==> src/rtl/alu_stage_buffer.sv <==
`default_nettype none
// ============================================================================
// Module   : alu_stage_buffer
// Brief    : EX/MEM vector pipeline register with a 2-entry valid/ready skid
//            (main entry M drives the outputs, skid entry S absorbs stalls).
// Revision : 1.0  initial release
// ============================================================================
module alu_stage_buffer #(
    parameter int N     = 20,
    parameter int LANES = 8,
    parameter int RA    = 4
) (
    input  logic                 clk,
    input  logic                 reset,
    input  logic                 flush,
    input  logic                 in_valid,
    output logic                 in_ready,
    input  logic [LANES*N-1:0]   ALUResult,
    input  logic [LANES*N-1:0]   writeData,
    input  logic [LANES-1:0]     laneMask,
    input  logic [RA-1:0]        WA3,
    input  logic                 RegWrite,
    input  logic                 MemtoReg,
    input  logic                 MemWrite,
    output logic                 out_valid,
    input  logic                 out_ready,
    output logic [LANES*N-1:0]   ALUResultO,
    output logic [LANES*N-1:0]   writeDataO,
    output logic [LANES-1:0]     laneMaskO,
    output logic [RA-1:0]        WA3O,
    output logic                 RegWriteO,
    output logic                 MemtoRegO,
    output logic                 MemWriteO
);

    // Bit 0 is M.valid and bit 1 is S.valid, so occupancy reads straight off the state.
    localparam logic [1:0] S_EMPTY = 2'b00;
    localparam logic [1:0] S_ONE   = 2'b01;
    localparam logic [1:0] S_TWO   = 2'b11;

    logic [1:0]             r_state;
    logic [1:0]             w_state_nxt;
    logic                   r_in_ready;

    logic                   w_m_valid;
    logic                   w_accept;
    logic                   w_drain;

    logic                   w_m_load_in;
    logic                   w_m_load_s;
    logic                   w_s_load;

    logic [LANES*N-1:0]     r_m_alu;
    logic [LANES*N-1:0]     r_m_wd;
    logic [LANES-1:0]       r_m_mask;
    logic [RA-1:0]          r_m_wa3;
    logic                   r_m_regwrite;
    logic                   r_m_memtoreg;
    logic                   r_m_memwrite;

    logic [LANES*N-1:0]     r_s_alu;
    logic [LANES*N-1:0]     r_s_wd;
    logic [LANES-1:0]       r_s_mask;
    logic [RA-1:0]          r_s_wa3;
    logic                   r_s_regwrite;
    logic                   r_s_memtoreg;
    logic                   r_s_memwrite;

    assign w_m_valid = r_state[0];
    assign w_accept  = in_valid & r_in_ready;
    assign w_drain   = w_m_valid & out_ready;

    // State register; in_ready is registered so out_ready never reaches it combinationally.
    always_ff @(posedge clk) begin
        if (reset) begin
            r_state    <= S_EMPTY;
            r_in_ready <= 1'b1;
        end else begin
            r_state    <= w_state_nxt;
            r_in_ready <= (w_state_nxt != S_TWO);
        end
    end

    always_comb begin
        w_state_nxt = r_state;
        if (flush) begin
            w_state_nxt = S_EMPTY;
        end else begin
            case (r_state)
                S_EMPTY: begin
                    if (w_accept) w_state_nxt = S_ONE;
                end
                S_ONE: begin
                    if (w_drain && !w_accept)      w_state_nxt = S_EMPTY;
                    else if (w_accept && !w_drain) w_state_nxt = S_TWO;
                end
                S_TWO: begin
                    if (w_drain) w_state_nxt = S_ONE;
                end
                default: w_state_nxt = S_EMPTY;
            endcase
        end
    end

    // Data-register enables; a flushed cycle loads nothing so the discarded input never lands.
    always_comb begin
        w_m_load_in = 1'b0;
        w_m_load_s  = 1'b0;
        w_s_load    = 1'b0;
        if (!flush) begin
            case (r_state)
                S_EMPTY: w_m_load_in = w_accept;
                S_ONE: begin
                    w_m_load_in = w_accept & w_drain;
                    w_s_load    = w_accept & ~w_drain;
                end
                S_TWO:   w_m_load_s  = w_drain;
                default: w_m_load_in = 1'b0;
            endcase
        end
    end

    always_ff @(posedge clk) begin
        if (reset) begin
            r_m_alu      <= '0;
            r_m_wd       <= '0;
            r_m_mask     <= '0;
            r_m_wa3      <= '0;
            r_m_regwrite <= 1'b0;
            r_m_memtoreg <= 1'b0;
            r_m_memwrite <= 1'b0;
        end else if (w_m_load_in) begin
            r_m_alu      <= ALUResult;
            r_m_wd       <= writeData;
            r_m_mask     <= laneMask;
            r_m_wa3      <= WA3;
            r_m_regwrite <= RegWrite;
            r_m_memtoreg <= MemtoReg;
            r_m_memwrite <= MemWrite;
        end else if (w_m_load_s) begin
            r_m_alu      <= r_s_alu;
            r_m_wd       <= r_s_wd;
            r_m_mask     <= r_s_mask;
            r_m_wa3      <= r_s_wa3;
            r_m_regwrite <= r_s_regwrite;
            r_m_memtoreg <= r_s_memtoreg;
            r_m_memwrite <= r_s_memwrite;
        end
    end

    always_ff @(posedge clk) begin
        if (reset) begin
            r_s_alu      <= '0;
            r_s_wd       <= '0;
            r_s_mask     <= '0;
            r_s_wa3      <= '0;
            r_s_regwrite <= 1'b0;
            r_s_memtoreg <= 1'b0;
            r_s_memwrite <= 1'b0;
        end else if (w_s_load) begin
            r_s_alu      <= ALUResult;
            r_s_wd       <= writeData;
            r_s_mask     <= laneMask;
            r_s_wa3      <= WA3;
            r_s_regwrite <= RegWrite;
            r_s_memtoreg <= MemtoReg;
            r_s_memwrite <= MemWrite;
        end
    end

    assign in_ready   = r_in_ready;
    assign out_valid  = w_m_valid;
    assign ALUResultO = r_m_alu;
    assign writeDataO = r_m_wd;
    assign WA3O       = r_m_wa3;

    // A bubble must never write, so every enable-like field is qualified by M.valid.
    assign RegWriteO  = r_m_regwrite & w_m_valid;
    assign MemtoRegO  = r_m_memtoreg & w_m_valid;
    assign MemWriteO  = r_m_memwrite & w_m_valid;

    for (genvar gi = 0; gi < LANES; gi++) begin : g_lane_mask
        assign laneMaskO[gi] = r_m_mask[gi] & w_m_valid;
    end

endmodule
`default_nettype wire

==> config.mk <==
export PLATFORM = sky130hd
export DESIGN_NAME = alu_stage_buffer
export DESIGN_NICKNAME = d
export VERILOG_FILES = /design/src/rtl/alu_stage_buffer.sv
export SDC_FILE = /design/constraint.sdc
export NUM_CORES = 2
export LEC_CHECK = 0
export CAP_MARGIN = 20
export CORE_MARGIN = 4
export CORE_UTILIZATION = 33
export DETAILED_ROUTE_END_ITERATION = 7
export GPL_TIMING_DRIVEN = 0
export SLEW_MARGIN = 10
export SYNTH_ARGS = -nofsm -noshare
export SYNTH_HDL_FRONTEND = slang
export SYNTH_SLANG_ARGS = --single-unit
==> constraint.sdc <==
create_clock -name clk -period 1.9 [get_ports clk]
set_input_delay 0.19 -clock clk [delete_from_list [all_inputs] [get_ports clk]]
set_output_delay 0.19 -clock clk [all_outputs]
set_load 0.05 [all_outputs]
==> impl_results.md <==
* Status: complete, no violations
* Inserted Clock Buffers at about 80
* Vias in the first global route at roughly 30,000
* Clock sinks at between 600 and 700
* Largest net degree at the start of global routing at 20
* Max Clock Skew at around 0.028 ns
* Minimum clock period at about 1.8 ns
* Gr usage total at 0.252
* Post-DP HPWL at 94,400 um
* DRT antenna net count at 0
* Crit path kind: reg -> out
* WL/cell at approximately 23 um
* Crit path required time at about 1.7 ns
* FP Rows at 110
* Most used DFF post-synth: dfxtp_1
* RSZ-0062 raised after global routing: yes
* Vias/cell at 5.74
* Final WL at roughly 130,000 um
* Number of synthesized flops with an enable pin at 0
* Clk Latency, worst-skew pair at slightly above 0.6 ns
* Residual DRC count at 0
* Final Instance Area at just over 40,000 sq um
* Pwr Density at ~840 nW/um^2
* Die area at 96,500 sq um
* Count of input and output buffers at about 680
* Final Net Count at 4,625
* Via Count at about 32,000
* Syn_nets at 3,871
* Leakage at 0.0148 uW
* Fin. Hold Viols at 0
* Initial Util at 0.334
* Detailed Routing Iterations Pass 1 at 6
* Core area at 90,400 sq um
* Synth warnings at 0
* #FFs+latches synth at approximately 670
* CTS Buffer Depth at 3
* Total power at around 34,000 uW
* Synth top area share at 0.446
* Final setup vio count at 0
* CTS clock-pin slew for the worst setup and hold paths at around 0.060 ns
* Synth Area per Inst at 8.56 sq um
* CTS tree: yes
* FMAX at 547 MHz
* Layout cells sized above 1 at 0.109
* Storage element area at between 10,000 and 15,000 sq um
* Fin. max-slew vios at 0
* Starting DRT DRC Count at between 2,000 and 3,000
* H-Tree Depth at 3
* Die height at between 300 and 400 um
* Ports at 677
* Number of fill cells at 9,065
* Overflow after GRT at 0
* Worst-Margin Slew at roughly 1.1 ns
* Die width at 311 um
* Worst IR Drop VDD at about 0.6 mV
* First-pass GRT wire length at around 190,000 um
* Crit end category: primary output
* Critical-path top delay cell: dlygate4sd2_1
* Count of different cell masters after synthesis at 30
* Max Cap Viol at 0
* CP Cell Sequence: dlygate4sd2_1
* Delay-heaviest family, CP: buffers and inverters
* Worst slew margin at 0.279
* Asr flop ratio synth at 0
* Worst hold margin at 0.159 ns
* Final Cycle Share at 0.963
* Area of the multi-input gates at roughly 14,000 sq um
* Register area share after synthesis at 0.446
* CP max stage delay at 0.64 ns
* Synth area leaders: dfxtp_1, a21oi_1, a32oi_1
* RD Place Congestion at between 0.8 and 0.9
* Startpoint Class: flip-flop
* Buf+Inv Stages, Crit Path at 1
* Mapped Cells at between 3,000 and 4,000
* Layout area overhead at 35.3%
* Maximum net fanout on the critical path at 2
* Synth Cell Area at 30,200 sq um
* WP data arrival at ~1.6 ns
* Cell taking the most area after synthesis: dfxtp_1
* Root buf cell: clkbuf_16
* HP Class: in -> reg
* Placed Area at a little under 40,000 sq um
* Antenna violations before repair at 33
power breakdown:
part	switching (uW)	internal [uW]
clock	6190	8550
combinational	3210	1750
sequential	237	14500
routing by layer:
metal  wire (um)  global-route usage
met5          42                   0
met4        4400               0.102
met3        9290              0.0560
met2       62600               0.416
met1       53900               0.320
cells by family after synthesis:
family	synth area share
flip-flops	0.446
AND/OR/NAND/NOR	0.133
buffers and inverters	0.0773
AO/OA/AOI/OAI	0.344
cells in the final DEF (no fill, tap or decap), types with 30 or more instances in the layout:
master / instances
a21oi_1: 664
a32oi_1: 327
buf_2: 163
buf_6: 52
clkbuf_1: 167
clkbuf_16: 78
clkbuf_2: 105
clkdlybuf4s50_1: 338
dfxtp_1: 672
diode_2: 30
dlygate4sd2_1: 324
nand3_1: 335
nor2b_1: 323
o211ai_1: 327
o21ai_0: 112
o21ai_1: 220
registers in the layout, summed over array words and instances, names as in the netlist:
signal,count
writeDataO,160
r_m_memtoreg,1
r_s_memtoreg,1
WA3O,4
r_s_regwrite,1
r_s_memwrite,1
r_s_alu,160
in_ready,1
r_s_mask,8
r_m_memwrite,1
r_m_mask,8
r_s_wa3,4
r_m_regwrite,1
r_state,2
ALUResultO,160
r_s_wd,160
synth_stat cells (2+ instances only):
master      n
a21oi_1   664
a311oi_1    8
a32oi_1   327
and2_1     11
and2b_1     5
and3b_1     2
buf_1      35
buf_2     174
buf_4       8
buf_6      35
clkbuf_1  231
clkbuf_2    2
dfxtp_1   673
nand2_1    16
nand2b_1    3
nand3_1   335
nor2b_1   323
nor3_1      9
o211ai_1  327
o21ai_0   112
o21ai_1   220
o21ai_2     3
final timing paths:
path	start	end	slack, ns	cells past startpoint
worst max-delay path	ALUResultO[70]	ALUResultO[70]	0.07	1
worst min-delay path	ALUResult[156]	r_s_alu[156]	0.16	3
worst max register to register	in_ready	writeDataO[143]	0.11	6
worst min register to register	r_s_alu[64]	r_s_alu[64]	0.47	2
area by class of cell:
type,count,area share
Clock buffer,122,0.0559
Clock inverter,17,0.00444
Multi-Input combinational cell,2372,0.353
Antenna cell,30,0.00184
Buffer,481,0.0641
Tap cell,1176,0.0360
Inverter,1,0.0000918
Timing Repair Buffer,678,0.155
Sequential cell,673,0.330
through the flow:
stage	TNS, ns	utilization	instances	worst slack, ns
2_1_floorplan	0	-	3531	0.0289
3_3_place_gp	-465.54	0.425	5382	-1.18
3_5_place_dp	-440.23	0.425	5383	-0.969
4_1_cts	0	0.449	5520	0.00227
5_1_grt	-0.0165	0.452	5542	-0.0134
6_report	0	0.452	5550	0.0708
repair_timing:
| action | 4_1_cts | 5_1_grt |
|---|---|---|
| hold buffers | 0 | 0 |
| setup endpoints to repair | 908 | 565 |
| buffers inserted | 0 | 2 |
| gates resized for setup | 464 | 156 |
worst reg2reg max path: stages, from the launching register on:
cell and delay [ns]:
dfxtp_1 0.37, and3b_1 0.20, buf_2 0.14, clkbuf_4 0.25, clkbuf_2 0.27, a32oi_1 0.35, a21oi_1 0.10
Power figures use the tool's default switching activity.
